## config.mk

```make
export PLATFORM = sky130hd
export DESIGN_NAME = tex_column_scheduler
export DESIGN_NICKNAME = d
export VERILOG_FILES = /design/src/rtl/tex_column_scheduler.sv
export SDC_FILE = /design/constraint.sdc
export NUM_CORES = 1
export LEC_CHECK = 0
export CAP_MARGIN = 20
export CORE_MARGIN = 3
export CORE_UTILIZATION = 30
export DETAILED_ROUTE_END_ITERATION = 10
export HOLD_SLACK_MARGIN = 0.06
export PLACE_DENSITY = 0.59
export SLEW_MARGIN = 40
export SYNTH_ARGS = -nofsm -noshare
export SYNTH_HDL_FRONTEND = slang
export SYNTH_SLANG_ARGS = --single-unit
```

## constraint.sdc

```tcl
create_clock -name pixel_clk_in -period 7.82 [get_ports pixel_clk_in]
set_input_delay 0.782 -clock pixel_clk_in [delete_from_list [all_inputs] [get_ports pixel_clk_in]]
set_output_delay 0.782 -clock pixel_clk_in [all_outputs]
set_load 0.005 [all_outputs]
```

## src/rtl/tex_column_scheduler.sv

```systemverilog
// tex_column_scheduler
// Walks one screen column row by row, classifying each row as ceiling, wall or
// floor. Textured wall rows fetch a texel from the texture unit; every other
// row uses a flat colour. One 16-bit pixel per row goes to the framebuffer
// write port, which may apply backpressure.
//
// Handshakes:
//   column descriptor: transfer when col_valid_in && col_ready_out at a rising
//     edge of pixel_clk_in. col_ready_out is high only in IDLE.
//   framebuffer write: fb_we_out holds with fb_addr_out/fb_data_out stable
//     until a cycle in which fb_ready_in is high. The write completes there.
//   texture: tex_req_out is a level held through TEX_REQ and TEX_WAIT, and it
//     always drops for at least one cycle (WRITE) between requests so the
//     texture unit can re-arm on its rising edge. tex_valid_in is a one-cycle
//     pulse that is only looked at in TEX_WAIT.
module tex_column_scheduler #(
  parameter int          SCREEN_WIDTH  = 320,
  parameter int          SCREEN_HEIGHT = 180,
  parameter logic [15:0] CEIL_COLOR    = 16'h18C3,
  parameter logic [15:0] FLOOR_COLOR   = 16'h4208,
  parameter logic [15:0] FLAT_COLOR    = 16'hFFFF,
  parameter logic [15:0] ERR_COLOR     = 16'hF81F,
  parameter int          TIMEOUT       = 64
) (
  input  logic        pixel_clk_in,
  input  logic        rst_n_in,
  // column descriptor from the DDA stage
  input  logic        col_valid_in,
  output logic        col_ready_out,
  input  logic [8:0]  col_hcount_in,
  input  logic [7:0]  col_lineheight_in,
  input  logic [15:0] col_wallx_in,
  input  logic [3:0]  col_map_in,
  // texture unit interface
  output logic        tex_req_out,
  output logic [15:0] tex_wallx_out,
  output logic [7:0]  tex_lineheight_out,
  output logic [9:0]  tex_drawstart_out,
  output logic [7:0]  tex_vcount_out,
  output logic [3:0]  tex_sel_out,
  input  logic [15:0] tex_pixel_in,
  input  logic        tex_valid_in,
  // framebuffer write port
  output logic        fb_we_out,
  output logic [15:0] fb_addr_out,
  output logic [15:0] fb_data_out,
  input  logic        fb_ready_in,
  // status
  output logic        col_done_out,
  output logic        tex_timeout_out,
  output logic [2:0]  dbg_state_out
);

  typedef enum logic [2:0] {
    IDLE     = 3'd0,
    DECIDE   = 3'd1,
    TEX_REQ  = 3'd2,
    TEX_WAIT = 3'd3,
    WRITE    = 3'd4,
    DONE     = 3'd5
  } state_t;

  // Wide enough to hold TIMEOUT-1 even for tiny TIMEOUT values.
  localparam int                CNT_W    = $clog2(TIMEOUT + 1);
  localparam logic [CNT_W-1:0]  CNT_LAST = CNT_W'(TIMEOUT - 1);
  localparam logic [7:0]        ROW_LAST = 8'(SCREEN_HEIGHT - 1);
  localparam logic [9:0]        HALF_H   = 10'(SCREEN_HEIGHT >> 1);

  state_t                state;
  logic [7:0]            row;
  logic [8:0]            hcount_q;
  logic signed [10:0]    drawend_q;
  logic [CNT_W-1:0]      wait_cnt;

  logic [9:0]            ds_calc;
  logic signed [10:0]    de_calc;
  logic [10:0]           row_ext;
  logic                  above_wall;
  logic                  below_wall;
  logic                  textured;
  logic [15:0]           addr_calc;

  assign dbg_state_out = state;

  // Wall extent for the incoming descriptor, row classification for the
  // current row, and the framebuffer address of the current row.
  always_comb begin
    ds_calc    = HALF_H - {3'b000, col_lineheight_in[7:1]};
    de_calc    = {ds_calc[9], ds_calc} + {3'b000, col_lineheight_in};
    row_ext    = {3'b000, row};
    above_wall = $signed(row_ext) < $signed({tex_drawstart_out[9], tex_drawstart_out});
    below_wall = $signed(row_ext) >= drawend_q;
    textured   = (tex_sel_out == 4'd3) || (tex_sel_out == 4'd4) || (tex_sel_out == 4'd5);
    addr_calc  = 16'(32'(row) * SCREEN_WIDTH + 32'(hcount_q));
  end

  // Column sequencer: all outputs are registered here.
  always_ff @(posedge pixel_clk_in) begin
    if (!rst_n_in) begin
      state              <= IDLE;
      row                <= '0;
      hcount_q           <= '0;
      drawend_q          <= '0;
      wait_cnt           <= '0;
      col_ready_out      <= 1'b1;
      tex_req_out        <= 1'b0;
      tex_wallx_out      <= '0;
      tex_lineheight_out <= '0;
      tex_drawstart_out  <= '0;
      tex_vcount_out     <= '0;
      tex_sel_out        <= '0;
      fb_we_out          <= 1'b0;
      fb_addr_out        <= '0;
      fb_data_out        <= '0;
      col_done_out       <= 1'b0;
      tex_timeout_out    <= 1'b0;
    end else begin
      case (state)
        IDLE: begin
          if (col_valid_in && col_ready_out) begin
            hcount_q           <= col_hcount_in;
            tex_wallx_out      <= col_wallx_in;
            tex_lineheight_out <= col_lineheight_in;
            tex_sel_out        <= col_map_in;
            tex_drawstart_out  <= ds_calc;
            drawend_q          <= de_calc;
            row                <= '0;
            col_ready_out      <= 1'b0;
            state              <= DECIDE;
          end
        end

        DECIDE: begin
          fb_addr_out <= addr_calc;
          if (above_wall) begin
            fb_data_out <= CEIL_COLOR;
            fb_we_out   <= 1'b1;
            state       <= WRITE;
          end else if (below_wall) begin
            fb_data_out <= FLOOR_COLOR;
            fb_we_out   <= 1'b1;
            state       <= WRITE;
          end else if (textured) begin
            tex_req_out    <= 1'b1;
            tex_vcount_out <= row;
            state          <= TEX_REQ;
          end else begin
            fb_data_out <= FLAT_COLOR;
            fb_we_out   <= 1'b1;
            state       <= WRITE;
          end
        end

        TEX_REQ: begin
          wait_cnt <= '0;
          state    <= TEX_WAIT;
        end

        TEX_WAIT: begin
          // A texel arriving on the last allowed cycle still wins over the
          // timeout.
          if (tex_valid_in) begin
            fb_data_out <= tex_pixel_in;
            tex_req_out <= 1'b0;
            fb_we_out   <= 1'b1;
            state       <= WRITE;
          end else if (wait_cnt == CNT_LAST) begin
            fb_data_out     <= ERR_COLOR;
            tex_timeout_out <= 1'b1;
            tex_req_out     <= 1'b0;
            fb_we_out       <= 1'b1;
            state           <= WRITE;
          end else begin
            wait_cnt <= wait_cnt + 1'b1;
          end
        end

        WRITE: begin
          if (fb_ready_in) begin
            fb_we_out <= 1'b0;
            if (row == ROW_LAST) begin
              col_done_out <= 1'b1;
              state        <= DONE;
            end else begin
              row   <= row + 1'b1;
              state <= DECIDE;
            end
          end
        end

        DONE: begin
          col_done_out  <= 1'b0;
          col_ready_out <= 1'b1;
          state         <= IDLE;
        end

        default: begin
          fb_we_out     <= 1'b0;
          tex_req_out   <= 1'b0;
          col_done_out  <= 1'b0;
          col_ready_out <= 1'b1;
          state         <= IDLE;
        end
      endcase
    end
  end

endmodule

```

# Word level (Yosys, flattened, before mapping)
# Index checks and enable logic that the tools add are counted.
# W data, S select, Z words.
totals:
  register_bits: 119
  in_bits: 58
  output_inout_bits: 86
  word_cells: 115
op_classes:
  add_sub_neg: 5
  multipliers: 1
  magnitude_cmp: 2
  eq_ne: 21
  n_mux: 40
  bitwise: 7
  reduce_logical: 22
op_table:
  columns: ["operator", "count"]
  rows:
  - ["$mux W16", 5]
  - ["$pmux W16 S2", 1]
  - ["$mux W3", 8]
  - ["$mux W8", 3]
  - ["$ne A2 B2 Y1 const B", 9]
  - ["$add A16 B9 Y16", 1]
  - ["$pmux W8 S2", 1]
  - ["$pmux W3 S5", 1]
  - ["$reduce_and A3 Y1", 5]
  - ["$mux W1", 14]
  - ["$mux W7", 2]
  - ["$pmux W7 S2", 1]
  - ["$reduce_and A4 Y1", 3]
  - ["$reduce_or A4 Y1", 3]
  - ["$ge A9 B11 Y1", 1]
  - ["$add A8 B9 Y10", 1]
  - ["$mul A8 B3 Y10 const B", 1]
  - ["$lt A9 B8 Y1", 1]
  - ["$add A8 B1 Y8 const B", 1]
  - ["$eq A4 B3 Y1 const B", 2]
  - ["$eq A8 B8 Y1 const B", 1]
  - ["$sub A7 B7 Y8 const A", 1]
  - ["$add A7 B1 Y7 const B", 1]
  - ["$eq A7 B6 Y1 const B", 1]
  - ["17 further kinds", 30]

# Logic depth before layout (Yosys ltp)
depth:
  word_depth: 7
  ltp_mapped: 10
  ltp_nobuf: 10

# Worst setup path before layout
# No wires, ideal clock.
synth_path:
  kind: "flip-flop to flip-flop"
  startpoint: "reg row[2]"
  endpoint: "reg fb_addr_out[15]"
  setup_time_ns: 0.133
  arrival_ns: 2.437
  t_required_ns: 7.687
  slack_ns: 5.250
  path_stages_with_launch: 10
  path_buffers: 0
  synth_period_minus_slack_ns: 2.570
  cell_sequence: "dfxtp_1 > ha_1 > ha_1 > a21o_1 > a21oi_1 > nor4_1 > a2111oi_0 > nor3_1 > xnor2_1 > a21oi_1"
synth_via:
  elab_chain_len: 2
synth_lines:
  columns: ["element", "line_no", "rtl"]
  rows:
  - ["from (decl)", "70", "logic [7:0] row;"]
  - ["from (signal assigned)", "185", "row <= row + 1'b1;"]
  - ["$mul A8 B3 Y10", "94", "addr_calc = 16'(32'(row) * SCREEN_WIDTH + 32'(hcount_q));"]
  - ["$add A16 B9 Y16", "94", null]
  - ["to (signal assigned)", "134", "fb_addr_out <= addr_calc;"]
  - ["to (decl)", "45", "output logic [15:0] fb_addr_out,"]
# No other way between the ends.
# A chain may end at the register's enable or synchronous reset.

# Final worst setup path
layout_path:
  startpoint: "reg row[5]"
  endpoint: "reg fb_data_out[0]"
layout_via:
  elab_chain_len: 4
  elab_cells_between_ends: 7
  classes_between: "2 x order compare; 1 x eq/ne; 3 x mux; 1 x reduce/logical"
layout_lines:
  columns: ["element", "line_no", "rtl"]
  rows:
  - ["$ge A9 B11 Y1", "92", "below_wall = $signed(row_ext) >= drawend_q;"]
  - ["$mux W16", "139", "end else if (below_wall) begin"]
  - ["$mux W16", "135", "if (above_wall) begin"]
  - ["$pmux W16 S2", "118", "case (state)"]
  - ["to (signal assigned)", "163", "fb_data_out <= tex_pixel_in;"]
  - ["to (decl)", "46", "output logic [15:0] fb_data_out,"]
# Several ways; a longest one is shown, not always the timed one.

==> results.ini <==
[power_and_ir_drop]
leakage_nw=3.06
ir_worst_vdd_uv=158
power.density_mw_per_mm2=222

[clock_tree]
clk_path_buf_depth=2
ctsHoldBuffers=0
ctsResizeCount=0
clk_latency_ns=0.42
clk_pin_slew_ns=0.05
htreeDepth=4
cts_tree=yes
cts_sinks=117
cts_buffers=17
postCtsSetupRepairBufs=0
cts_root_buf=clkbuf_16

[drt]
drcViolationCount=0
vias_per_cell=4.85
wl_um=15600
drtIter0Drc=213
detail-route-antenna-nets=0
routedWlPerCell_um=14.3
dr.pass1.iters=5
num_vias=5289

[worst_setup_path]
end_kind=flop
slowest_stage=o31a_1
crit_chain=ha_1 -> a21o_1 -> a2111oi_0 -> o31a_1 -> or3_4 -> o31a_1 -> o21ai_0 -> o21ai_0
cp-start-kind=flop
worstSetupPathType=flop to flop
worst_path_largest_cell_delay_ns=0.61
required_ns=8.16
worst-path-max-fanout=20
cp.arrival_ns=3.54

[die]
dieArea_mm2=0.0209
ioPinCount=144
coreArea_mm2=0.0188
start_util=0.307
dieWidth_um=145
core.rowCount=50
fp.dieH_um=145

[sta]
rsz0062_at_grt=false
setup_viol=0
fin_crit_sh=0.408
slew-limit-headroom=0.502
fmax_mhz=313
clock_skew_ns=0.0110
min_period_ns=3.19
worstMarginPinSlew_ns=0.747
finalSetupTns_ns=0
finalHoldViolCount=0
slew_violations=0

[min_path]
hold_path.class=flop to flop

[grt]
grt_max_degree=65
overflow=0
grt_pass1_wl_um=25700
use_met1=0.213
met3_usage=0.0602
antenna_found_initial=0
busiest_layer=met2
grt_pass1_vias=5041
grt_util_met2=0.221
track_usage=0.154

[final_layout]
nFillCells=1913
diodes=0
fin_area_mm2=0.00804
layout-drive-gt1-share=0.0584
syn2layout_area_growth_pct=39.5
final_util=0.428
nets=944
layout.cells.non_filler=1090

[logic_synthesis]
ys_types=57
synthFlopType=dfxtp_1
syn_avg_cell_area_um2=8.10
synthTopCellsByArea=dfxtp_1 (41%), nand2_1 (9.5%), ha_1 (8.9%)
synth_enable_flop_cells=0
async_flop_share=0
netlist_area_mm2=0.00576
yosysTopAreaCell=dfxtp_1
ys_ff_latch=117
synth_common_cells=nand2_1 (146), dfxtp_1 (117), a21oi_1 (86)
ys_warn_count=0
syn-num-nets=812
yosysMostFrequentCell=nand2_1
synth-seq-area-share=0.407
synth_top_area_share=0.407
synthCells=711

[flow_run]
maxCapViolations=0

[placement]
placed_cells=1057
dpl.hpwl_um=11200
port_buffers=143
placed_area_mm2=0.00737
gp_congestion=0.789

[outcome]
status=finished, final reports clean

[flip-flops by register name (all words and copies together) (netlist names)]
register            flops
col_done_out            1
tex_req_out             1
tex_timeout_out         1
fb_we_out               1
dbg_state_out           3
tex_wallx_out          16
tex_drawstart_out       7
fb_data_out            16
hcount_q                9
tex_vcount_out          8
row                     8
fb_addr_out            16
drawend_q              10
tex_lineheight_out      8
col_ready_out           1
wait_cnt                7
tex_sel_out             4
[per-stage QoR]
step / setup WS, ns / power, mW / hold WS, ns
floorplan: 5.25 / 0.810 / 0.432
global placement: 4.45 / 0.935 / 0.439
detailed placement: 4.41 / 0.937 / 0.443
CTS: 4.65 / 1.81 / 0.450
global route: 4.27 / 1.87 / 0.467
finish: 4.63 / 1.79 / 0.445
[worst paths after layout]
| check | startpoint | endpoint | slack [ns] | cells past startpoint |
|---|---|---|---|---|
| setup / recovery | row[5]$_SDFFE_PN0P_ | fb_data_out[0]$_SDFFE_PN0P_ | 4.63 | 8 |
| setup reg to reg | row[5]$_SDFFE_PN0P_ | fb_data_out[0]$_SDFFE_PN0P_ | 4.63 | 8 |
| hold reg to reg | tex_vcount_out[6]$_SDFFE_PN0P_ | tex_vcount_out[6]$_SDFFE_PN0P_ | 0.44 | 2 |
| hold / removal | tex_vcount_out[6]$_SDFFE_PN0P_ | tex_vcount_out[6]$_SDFFE_PN0P_ | 0.44 | 2 |
[cell type report]
type	count	area (µm²)	share of cell area
well taps	234	293	0.0364
multi-input cells	529	3160	0.393
repair buffers	150	1480	0.184
clock buffers	20	457	0.0568
inverters	28	105	0.0131
clock inverters	12	201	0.0251
flip-flops and latches	117	2340	0.291
[report_power, final]
group	internal (mW)	switching, mW
Sequential	0.632	0.0212
Combinational	0.132	0.138
Clock	0.582	0.281
[cell families after synthesis]
logic type                 after synthesis  share of synthesized area
and+or+nand+nor                        263                      0.200
muxes                                    2                    0.00369
adders and majority gates               43                     0.0960
buffers and inverters                   65                     0.0467
DFF                                    117                      0.407
xor gates and xnor gates                34                     0.0517
AOI/OAI and AO/OA                      187                      0.195
[per-layer routing]
| metal | wire (µm) | vias to the layer above |
|---|---|---|
| li1 | - | 2730 |
| met1 | 7680 | 2411 |
| met2 | 6560 | 130 |
| met3 | 1170 | 18 |
| met4 | 228 | 0 |
| met5 | 0 | - |
[layout by cell type (no fill, tap or decap), types with 3 or more instances in the layout]
cell type        count
xnor2_1             15
nand2b_1             4
a31oi_1              3
inv_1               26
nor2_1              53
o211ai_1             4
clkdlybuf4s50_1    143
nor3b_1              3
bufinv_16            5
a2111oi_0            6
clkbuf_16           17
xor2_1              19
o31ai_1              5
nand3_1             20
ha_1                41
a21o_1               5
nor2b_1              4
o21a_1               3
dfxtp_1            117
a211oi_1            12
nand3b_1             3
nand2_1            146
nand4_1              5
nor3_1               6
o21ai_1             16
a311oi_1             4
clkinv_4             3
or3_1                4
o21ai_0             27
a21oi_1             86
buf_4                6
[critical path: cells and delay by family (launching register included)]
family | cells | cell delay (ns)
compound gates | 6 | 2.01
fa+ha+maj | 1 | 0.32
simple gates | 1 | 0.23
flops | 1 | 0.55
No activity file was read; power rests on OpenSTA's default activity.
